## src/rtl/vend_pkg.sv

```systemverilog
// Shared types and helpers for the multi-product vending controller.
package vend_pkg;

  // FSM state encoding; the numeric values are visible on the state output.
  typedef enum logic [1:0] {
    ST_IDLE   = 2'b00,
    ST_CREDIT = 2'b01,
    ST_VEND   = 2'b10,
    ST_CHANGE = 2'b11
  } state_e;

  // Width of a slot index; a single-slot machine still gets a 1-bit index.
  function automatic int unsigned idx_w(input int unsigned n);
    return (n > 1) ? $clog2(n) : 1;
  endfunction

endpackage

```

## src/rtl/vend_ctrl_multi_if.sv

```systemverilog
// Bus between the coin/selection front-end and the vending controller.
interface vend_ctrl_multi_if
  import vend_pkg::*;
#(
  parameter int NUM_ITEMS = 4,
  parameter int CREDIT_W  = 8
);
  localparam int IDX_W = idx_w(NUM_ITEMS);

  // Front-end requests
  logic                          coin_valid;
  logic [CREDIT_W-1:0]           coin_value;
  logic                          sel_valid;
  logic [IDX_W-1:0]              sel_item;
  logic                          cancel;
  logic [NUM_ITEMS*CREDIT_W-1:0] price_flat;
  logic                          restock;
  logic [IDX_W-1:0]              restock_item;

  // Controller responses
  logic                          dispense;
  logic [IDX_W-1:0]              dispense_item;
  logic                          change_valid;
  logic [CREDIT_W-1:0]           change_amt;
  logic                          coin_reject;
  logic                          sold_out;
  logic [CREDIT_W-1:0]           credit;
  state_e                        state;

  modport master (
    output coin_valid, coin_value, sel_valid, sel_item, cancel,
           price_flat, restock, restock_item,
    input  dispense, dispense_item, change_valid, change_amt,
           coin_reject, sold_out, credit, state
  );

  modport slave (
    input  coin_valid, coin_value, sel_valid, sel_item, cancel,
           price_flat, restock, restock_item,
    output dispense, dispense_item, change_valid, change_amt,
           coin_reject, sold_out, credit, state
  );

endinterface

```

## src/rtl/vend_stock_bank.sv

```systemverilog
// Per-slot stock counters: refill on load, guarded decrement, empty flag read-out.
module vend_stock_bank
  import vend_pkg::*;
#(
  parameter int NUM_ITEMS  = 4,
  parameter int STOCK_W    = 4,
  parameter int STOCK_FULL = 15,
  parameter int IDX_W      = idx_w(NUM_ITEMS)
) (
  input  logic             clk,
  input  logic             rst,
  input  logic             dec_en,
  input  logic [IDX_W-1:0] dec_idx,
  input  logic             load_en,
  input  logic [IDX_W-1:0] load_idx,
  input  logic [IDX_W-1:0] rd_idx,
  output logic             rd_empty
);

  logic [STOCK_W-1:0] stock_q [NUM_ITEMS];

  // Counter update: a refill wins over a decrement of the same slot.
  // NOTE: this small counter array is reset on purpose (every slot starts full);
  // large RAM-style storage would normally be left unreset.
  always_ff @(posedge clk) begin
    if (rst) begin
      for (int i = 0; i < NUM_ITEMS; i++) stock_q[i] <= STOCK_W'(STOCK_FULL);
    end else begin
      for (int i = 0; i < NUM_ITEMS; i++) begin
        if (load_en && load_idx == IDX_W'(i)) begin
          stock_q[i] <= STOCK_W'(STOCK_FULL);
        end else if (dec_en && dec_idx == IDX_W'(i) && stock_q[i] != '0) begin
          stock_q[i] <= stock_q[i] - 1'b1;
        end
      end
    end
  end

  // Empty flag of the slot being looked at; out-of-range indices read as not empty.
  always_comb begin
    rd_empty = 1'b0;
    for (int i = 0; i < NUM_ITEMS; i++) begin
      if (rd_idx == IDX_W'(i)) rd_empty = (stock_q[i] == '0);
    end
  end

endmodule

```

## src/rtl/vend_ctrl_multi.sv

```systemverilog
// Multi-product vending controller: credit accumulation, vend, change and refund.
module vend_ctrl_multi
  import vend_pkg::*;
#(
  parameter int NUM_ITEMS  = 4,
  parameter int CREDIT_W   = 8,
  parameter int MAX_CREDIT = 100,
  parameter int STOCK_W    = 4,
  parameter int STOCK_FULL = 15
) (
  input  logic              clk,
  input  logic              rst,
  vend_ctrl_multi_if.slave  bus
);

  localparam int IDX_W = idx_w(NUM_ITEMS);

  state_e              state_q, state_d;
  logic [CREDIT_W-1:0] credit_q, credit_d;
  logic [CREDIT_W-1:0] remain_q, remain_d;   // change owed after vend, or refund
  logic [IDX_W-1:0]    item_q, item_d;
  logic                dispense_q, dispense_d;
  logic [IDX_W-1:0]    dispense_item_q, dispense_item_d;
  logic                change_valid_q, change_valid_d;
  logic [CREDIT_W-1:0] change_amt_q, change_amt_d;
  logic                coin_reject_q, coin_reject_d;
  logic                sold_out_q, sold_out_d;

  logic [CREDIT_W-1:0] price;
  logic                sel_ok;
  logic                restock_ok;
  logic                stock_empty;
  logic [CREDIT_W:0]   sum;

  // Price mux and slot-index range checks.
  always_comb begin
    price      = '0;
    sel_ok     = 1'b0;
    restock_ok = 1'b0;
    for (int i = 0; i < NUM_ITEMS; i++) begin
      if (bus.sel_item == IDX_W'(i)) begin
        price  = bus.price_flat[i*CREDIT_W +: CREDIT_W];
        sel_ok = 1'b1;
      end
      if (bus.restock_item == IDX_W'(i)) restock_ok = 1'b1;
    end
  end

  vend_stock_bank #(
    .NUM_ITEMS  (NUM_ITEMS),
    .STOCK_W    (STOCK_W),
    .STOCK_FULL (STOCK_FULL),
    .IDX_W      (IDX_W)
  ) u_stock (
    .clk      (clk),
    .rst      (rst),
    .dec_en   (state_q == ST_VEND),
    .dec_idx  (item_q),
    .load_en  (bus.restock && restock_ok && state_q == ST_IDLE),
    .load_idx (bus.restock_item),
    .rd_idx   (bus.sel_item),
    .rd_empty (stock_empty)
  );

  // Next-state and registered-output logic; coin beats cancel beats select.
  // NOTE: every signal gets its default first so no path leaves one unassigned,
  // which would otherwise infer a latch.
  always_comb begin
    state_d         = state_q;
    credit_d        = credit_q;
    remain_d        = remain_q;
    item_d          = item_q;
    dispense_d      = 1'b0;
    dispense_item_d = '0;
    change_valid_d  = 1'b0;
    change_amt_d    = '0;
    coin_reject_d   = 1'b0;
    sold_out_d      = 1'b0;
    sum             = {1'b0, credit_q} + {1'b0, bus.coin_value};

    unique case (state_q)
      ST_IDLE, ST_CREDIT: begin
        if (bus.coin_valid) begin
          if (sum <= (CREDIT_W+1)'(MAX_CREDIT)) begin
            credit_d = sum[CREDIT_W-1:0];
            if (sum != '0) state_d = ST_CREDIT;
          end else begin
            coin_reject_d = 1'b1;
          end
        end else if (bus.cancel) begin
          if (state_q == ST_CREDIT) begin
            state_d        = ST_CHANGE;
            remain_d       = credit_q;
            change_valid_d = 1'b1;
            change_amt_d   = credit_q;
          end
        end else if (bus.sel_valid && sel_ok) begin
          if (stock_empty) begin
            sold_out_d = 1'b1;
          end else if (credit_q >= price) begin
            state_d         = ST_VEND;
            item_d          = bus.sel_item;
            remain_d        = credit_q - price;
            dispense_d      = 1'b1;
            dispense_item_d = bus.sel_item;
          end
        end
      end

      ST_VEND: begin
        coin_reject_d = bus.coin_valid;
        if (remain_q != '0) begin
          state_d        = ST_CHANGE;
          change_valid_d = 1'b1;
          change_amt_d   = remain_q;
        end else begin
          state_d  = ST_IDLE;
          credit_d = '0;
        end
      end

      ST_CHANGE: begin
        coin_reject_d = bus.coin_valid;
        state_d       = ST_IDLE;
        credit_d      = '0;
      end

      default: state_d = ST_IDLE;
    endcase
  end

  // State, credit and output pulse registers.
  // NOTE: clocked state uses non-blocking assignments so every register samples
  // pre-edge values regardless of statement order.
  always_ff @(posedge clk) begin
    if (rst) begin
      state_q         <= ST_IDLE;
      credit_q        <= '0;
      remain_q        <= '0;
      item_q          <= '0;
      dispense_q      <= 1'b0;
      dispense_item_q <= '0;
      change_valid_q  <= 1'b0;
      change_amt_q    <= '0;
      coin_reject_q   <= 1'b0;
      sold_out_q      <= 1'b0;
    end else begin
      state_q         <= state_d;
      credit_q        <= credit_d;
      remain_q        <= remain_d;
      item_q          <= item_d;
      dispense_q      <= dispense_d;
      dispense_item_q <= dispense_item_d;
      change_valid_q  <= change_valid_d;
      change_amt_q    <= change_amt_d;
      coin_reject_q   <= coin_reject_d;
      sold_out_q      <= sold_out_d;
    end
  end

  assign bus.dispense      = dispense_q;
  assign bus.dispense_item = dispense_item_q;
  assign bus.change_valid  = change_valid_q;
  assign bus.change_amt    = change_amt_q;
  assign bus.coin_reject   = coin_reject_q;
  assign bus.sold_out      = sold_out_q;
  assign bus.credit        = credit_q;
  assign bus.state         = state_q;

endmodule

```

## src/flat_wrapper.sv

```systemverilog
// flat-port wrapper written by rule: the top's interface ports become plain ports
module vend_ctrl_multi_flat import vend_pkg::*;
#(
  parameter int NUM_ITEMS  = 4,
  parameter int CREDIT_W   = 8,
  parameter int MAX_CREDIT = 100,
  parameter int STOCK_W    = 4,
  parameter int STOCK_FULL = 15
)
  (clk, rst, bus_coin_valid, bus_coin_value, bus_sel_valid, bus_sel_item, bus_cancel, bus_price_flat, bus_restock, bus_restock_item, bus_dispense, bus_dispense_item, bus_change_valid, bus_change_amt, bus_coin_reject, bus_sold_out, bus_credit, bus_state);
  vend_ctrl_multi_if #(.NUM_ITEMS(NUM_ITEMS), .CREDIT_W(CREDIT_W)) bus_i ();
  input  logic clk;
  input  logic rst;
  input wire logic [$bits(bus_i.coin_valid)-1:0] bus_coin_valid;
  input wire logic [$bits(bus_i.coin_value)-1:0] bus_coin_value;
  input wire logic [$bits(bus_i.sel_valid)-1:0] bus_sel_valid;
  input wire logic [$bits(bus_i.sel_item)-1:0] bus_sel_item;
  input wire logic [$bits(bus_i.cancel)-1:0] bus_cancel;
  input wire logic [$bits(bus_i.price_flat)-1:0] bus_price_flat;
  input wire logic [$bits(bus_i.restock)-1:0] bus_restock;
  input wire logic [$bits(bus_i.restock_item)-1:0] bus_restock_item;
  output wire logic [$bits(bus_i.dispense)-1:0] bus_dispense;
  output wire logic [$bits(bus_i.dispense_item)-1:0] bus_dispense_item;
  output wire logic [$bits(bus_i.change_valid)-1:0] bus_change_valid;
  output wire logic [$bits(bus_i.change_amt)-1:0] bus_change_amt;
  output wire logic [$bits(bus_i.coin_reject)-1:0] bus_coin_reject;
  output wire logic [$bits(bus_i.sold_out)-1:0] bus_sold_out;
  output wire logic [$bits(bus_i.credit)-1:0] bus_credit;
  output wire logic [$bits(bus_i.state)-1:0] bus_state;
  assign bus_i.coin_valid = bus_coin_valid;
  assign bus_i.coin_value = bus_coin_value;
  assign bus_i.sel_valid = bus_sel_valid;
  assign bus_i.sel_item = bus_sel_item;
  assign bus_i.cancel = bus_cancel;
  assign bus_i.price_flat = bus_price_flat;
  assign bus_i.restock = bus_restock;
  assign bus_i.restock_item = bus_restock_item;
  assign bus_dispense = bus_i.dispense;
  assign bus_dispense_item = bus_i.dispense_item;
  assign bus_change_valid = bus_i.change_valid;
  assign bus_change_amt = bus_i.change_amt;
  assign bus_coin_reject = bus_i.coin_reject;
  assign bus_sold_out = bus_i.sold_out;
  assign bus_credit = bus_i.credit;
  assign bus_state = bus_i.state;
  vend_ctrl_multi #(.NUM_ITEMS(NUM_ITEMS), .CREDIT_W(CREDIT_W), .MAX_CREDIT(MAX_CREDIT), .STOCK_W(STOCK_W), .STOCK_FULL(STOCK_FULL)) u_core (.clk(clk), .rst(rst), .bus(bus_i));
endmodule
```

## config.mk

```make
export PLATFORM = sky130hd
export DESIGN_NAME = vend_ctrl_multi_flat
export DESIGN_NICKNAME = d
export VERILOG_FILES = /design/src/rtl/vend_pkg.sv /design/src/rtl/vend_ctrl_multi_if.sv /design/src/rtl/vend_stock_bank.sv /design/src/rtl/vend_ctrl_multi.sv /design/src/flat_wrapper.sv
export SDC_FILE = /design/constraint.sdc
export NUM_CORES = 1
export LEC_CHECK = 0
export CORE_MARGIN = 2
export CORE_UTILIZATION = 40
export CTS_BUF_LIST = sky130_fd_sc_hd__clkbuf_4 sky130_fd_sc_hd__clkbuf_8
export DETAILED_ROUTE_END_ITERATION = 12
export MAX_ROUTING_LAYER = met4
export PLACE_DENSITY = 0.68
export RECOVER_POWER = 25
export SLEW_MARGIN = 20
export SYNTH_ARGS = -nofsm -noshare
export SYNTH_HDL_FRONTEND = slang
export SYNTH_HIERARCHICAL = 1
export SYNTH_SLANG_ARGS = --single-unit
```

## constraint.sdc

```tcl
create_clock -name clk -period 3.5 [get_ports clk]
set_input_delay 0.525 -clock clk [delete_from_list [all_inputs] [get_ports clk]]
set_output_delay 0.525 -clock clk [all_outputs]
set_load 0.03 [all_outputs]
```

==> results.yml <==
clocking:
  cts_made_buffers: 5
  holdBufCountCts: 0
  clk_latency_ns: 0.30
  clock_path_buffers: 2
  clock-root-buffer: "sky130_fd_sc_hd__clkbuf_8"
  cts_h_tree_lvls: 2
  post-cts-setup-buffer-count: 0
  cts_tree: "built"
  post_cts_resize_count: 0
  numClockSinks: 50
  clkTransAtPathRegs_ns: 0.08
detailed_routing:
  antenna_violating_nets_post_route: 0
  avgRoutedWirePerCell_um: 14.6
  drc_errors: 0
  dr.first_iter.drc_count: 171
  num_vias: 2903
  drt_wl_total_um: 7730
  viasPerCell: 5.47
  firstDrtPassIters: 4
setup_path:
  rrSetupSlack_ns: 0.71
  crit_path_max_fanout: 13
  crit_path_required_time_ns: 3.70
  critPathSlowestCell: "sky130_fd_sc_hd__clkdlybuf4s50_1"
  cp_slowest_stage_delay_ns: 0.51
  worst_path_most_repeated_cell: "sky130_fd_sc_hd__nand3_1"
  critPathBufInv: 4
  worstSetupPathType: "in -> reg"
  cp.arrival_ns: 3.43
  startpoint_type: "input port"
  critical-path-top-delay-family: "compound AO/OA/AOI/OAI gates"
  cp_cell_sequence: "clkdlybuf4s50_1, buf_12, mux4_2, ha_1, inv_1, fa_1, a21o_1, a221oi_1, a31o_2, buf_4, nand3_1, nand3_1, o21bai_1, a211oi_1"
  endpoint_kind: "register"
power:
  p_switching_uw: 630
  pwr-share-seq_pct: 39.4
  internal-power_uw: 1130
  share_comb_of_total_power_pct: 43.1
  power_density_nw_per_um2: 413
  clkPwrFrac_pct: 17.5
  p_leak_uw: 0.00171
  power.share.switching_pct: 35.7
  fin_total_pwr_uw: 1760
  vdd_ir_drop_max_v: 0.000165
sta:
  finalHoldViolations: 0
  finalWorstSetupSlack_ns: 0.270
  timing_worst_slew_pin_value_ns: 0.855
  max_freq_ghz: 0.310
  finalCriticalPeriod_ns: 3.23
  whs_ns: 0.525
  fin_skew_ns: 0.0110
  finalMaxSlewViolations: 0
  fin_crit_sh_pct: 92.3
  unrepaired_setup_endpoints_after_global_routing: "false"
  setup_viol: 0
  setup_total_negative_slack_ns: 0
  slew_headroom_pct: 43.0
place:
  place_congestion: 0.853
  place.detailed.hpwl_um: 6230
  dp_cells: 523
  io_buffers: 73
  placement.setup.worst_slack_ns: 0.0214
synth:
  synth-adder-area-share_pct: 9.03
  synth_top_area_share_pct: 21.2
  ys_seq_area_share_pct: 36.1
  synthCells: 338
  synth.yosys.warnings: 6
  post_synth_edffs: 16
  synth_cell_area_sq_um: 3220
  synthesis.nets: 410
  avgSynthCellArea_sq_um: 9.51
  post_synth_arst_share_pct: 0
  synth_xor_xnor_area_share_pct: 3.54
  synth-seq-cells: 50
  largest_family_of_logic_cells_by_synthesized_area: "simple AND/OR/NAND/NOR gates"
  yosys-mux-area-fraction_pct: 8.09
  ys_top_cells_by_area: "sky130_fd_sc_hd__dfxtp_1, sky130_fd_sc_hd__edfxtp_1, sky130_fd_sc_hd__ha_1"
  synthSimpleGateAreaFrac_pct: 20.5
  post_synthesis_compound_gate_area_fraction_pct: 19.0
  yosys.area.top_type: "sky130_fd_sc_hd__dfxtp_1"
  synth_ff_type: "sky130_fd_sc_hd__dfxtp_1"
  count_of_unique_library_cells_instantiated_by_yosys: 60
hold_path:
  kind_of_path_behind_the_tightest_hold_check: "reg -> reg"
global_routing:
  groute.layer.met3.usage_pct: 1.77
  grt_use_total_pct: 18.3
  gr-usage-met2_pct: 28.5
  grt_overflow: 0
  grt_pass1_wl_um: 12500
  globalRouteMet1Util_pct: 26.0
  antenna_found_initial: 0
  grt_start_max_net_pins: 23
  grt-busiest-layer: "met2"
  first_global_vias: 2644
die:
  area_of_the_die_sq_um: 8770
  core-area_sq_um: 7770
  die_w_um: 93.7
  starting_utilization_of_the_core_area_pct: 41.4
  io_pins: 74
  die_h_um: 93.7
  std_cell_rows: 32
layout:
  final_cell_count_no_fill: 531
  antennaDiodeCount: 0
  design.final.nets: 500
  syn_to_final_growth_pct: 32.8
  layout_cell_share_with_drive_strength_beyond_1_pct: 11.2
outcome:
  outcome: "complete, no violations"
job:
  max_capacitance_violation_total: 0
## layout make-up
type / instances / area, sq um
fillers: 714 / 3500
multi-input cells: 257 / 1940
flip-flops and latches: 50 / 1160
repair buffers: 92 / 882
well taps: 102 / 128
inverters: 22 / 82.6
clock buffers: 5 / 68.8
clock inverters: 3 / 11.3
## worst paths after layout
| check | from | to | cells after the start |
|---|---|---|---|
| worst max-delay path | bus_sel_item[0] | u_core/bus.state[0]$_SDFFE_PP0P_ | 14 |
| worst min-delay path | u_core/remain_q[3]$_SDFFE_PP0P_ | u_core/remain_q[3]$_SDFFE_PP0P_ | 2 |
| worst min register to register | u_core/remain_q[3]$_SDFFE_PP0P_ | u_core/remain_q[3]$_SDFFE_PP0P_ | 2 |
| worst max register to register | u_core/bus.credit[0]$_SDFFE_PP0P_ | u_core/bus.credit[6]$_SDFFE_PP0P_ | 9 |
## per-stage QoR
step           cell area, sq um  utilization (%)
2_1_floorplan              3220                -
6_report                   4270             55.0
5_1_grt                    4270             55.0
4_1_cts                    4270             55.0
3_5_place_dp               4190             54.0
3_3_place_gp               4190             54.0
## cells by family (layout without fill, tap and decap cells)
group,count (synthesis),in the layout
adder cells (fa/ha/maj),22,22
flip-flops,50,50
AO/OA/AOI/OAI,80,80
XOR/XNOR,13,13
buffers and inverters,31,122
AND/OR/NAND/NOR,126,126
multiplexers,16,16
## worst min-delay path, stage by stage, from the launching register on
cell,delay (ns)
sky130_fd_sc_hd__dfxtp_1,0.33
sky130_fd_sc_hd__nor2_1,0.10
sky130_fd_sc_hd__a311oi_1,0.05
## synth_stat cells, types with 9 or more instances
library cell,n
sky130_fd_sc_hd__nor2_1,42
sky130_fd_sc_hd__dfxtp_1,34
sky130_fd_sc_hd__nand2_1,24
sky130_fd_sc_hd__inv_1,22
sky130_fd_sc_hd__ha_1,20
sky130_fd_sc_hd__edfxtp_1,16
sky130_fd_sc_hd__o21ai_0,13
sky130_fd_sc_hd__a21oi_1,10
sky130_fd_sc_hd__xnor2_1,10
sky130_fd_sc_hd__a211oi_1,9
sky130_fd_sc_hd__a22oi_1,9
sky130_fd_sc_hd__nor3b_1,9
## power groups by stage
stage          sequential [uW]  combinational, uW  clock [uW]
2_1_floorplan              736                446           0
4_1_cts                    694                762         311
5_1_grt                    699                837         335
3_5_place_dp               708                759           0
3_3_place_gp               708                740           0
6_report                   695                760         309
## layer usage
layer  up-vias  share of wire (%)
li1       1441                  -
met1      1365                 49
met2        91                 45
met3         6                5.3
met4         0               0.70
met5         -                  0
## cell usage in the layout (no fill, tap or decap), types with 3 or more instances in the layout
| cell | Yosys | final |
|---|---|---|
| sky130_fd_sc_hd__and2_1 | 3 | 3 |
| sky130_fd_sc_hd__o21a_1 | 4 | 4 |
| sky130_fd_sc_hd__a22o_2 | 5 | 5 |
| sky130_fd_sc_hd__clkdlybuf4s50_1 | 0 | 58 |
| sky130_fd_sc_hd__nor4b_1 | 3 | 3 |
| sky130_fd_sc_hd__a22oi_1 | 9 | 9 |
| sky130_fd_sc_hd__o21ai_0 | 13 | 13 |
| sky130_fd_sc_hd__nand3_1 | 6 | 6 |
| sky130_fd_sc_hd__dlygate4sd3_1 | 0 | 15 |
| sky130_fd_sc_hd__a21o_1 | 5 | 5 |
| sky130_fd_sc_hd__and3_1 | 3 | 3 |
| sky130_fd_sc_hd__a311oi_1 | 3 | 3 |
| sky130_fd_sc_hd__clkbuf_8 | 0 | 5 |
| sky130_fd_sc_hd__nor3_1 | 7 | 7 |
| sky130_fd_sc_hd__nor2b_1 | 4 | 4 |
| sky130_fd_sc_hd__a211oi_1 | 9 | 9 |
| sky130_fd_sc_hd__edfxtp_1 | 16 | 16 |
| sky130_fd_sc_hd__nor3b_1 | 9 | 9 |
| sky130_fd_sc_hd__nand2_1 | 24 | 24 |
| sky130_fd_sc_hd__clkinv_1 | 0 | 3 |
| sky130_fd_sc_hd__xor2_1 | 3 | 3 |
| sky130_fd_sc_hd__mux4_2 | 8 | 8 |
| sky130_fd_sc_hd__a21oi_1 | 10 | 10 |
| sky130_fd_sc_hd__ha_1 | 20 | 20 |
| sky130_fd_sc_hd__or3_1 | 3 | 3 |
| sky130_fd_sc_hd__xnor2_1 | 10 | 10 |
| sky130_fd_sc_hd__inv_1 | 22 | 22 |
| sky130_fd_sc_hd__buf_4 | 0 | 17 |
| sky130_fd_sc_hd__nor2_1 | 42 | 42 |
| sky130_fd_sc_hd__nand4_1 | 3 | 3 |
| sky130_fd_sc_hd__a22o_1 | 3 | 3 |
| sky130_fd_sc_hd__dfxtp_1 | 34 | 34 |
| sky130_fd_sc_hd__mux2i_1 | 8 | 8 |
## sequential cells by signal (all words and copies together) (netlist names)
name	cells
u_core/bus.coin_reject	1
u_core/bus.credit	8
u_core/bus.dispense	1
u_core/bus.sold_out	1
u_core/bus.dispense_item	2
u_core/bus.change_valid	1
u_core/u_stock/stock_q	16
u_core/bus.state	2
u_core/bus.change_amt	8
u_core/item_q	2
u_core/remain_q	8
No activity file was read; power rests on OpenSTA's default activity.
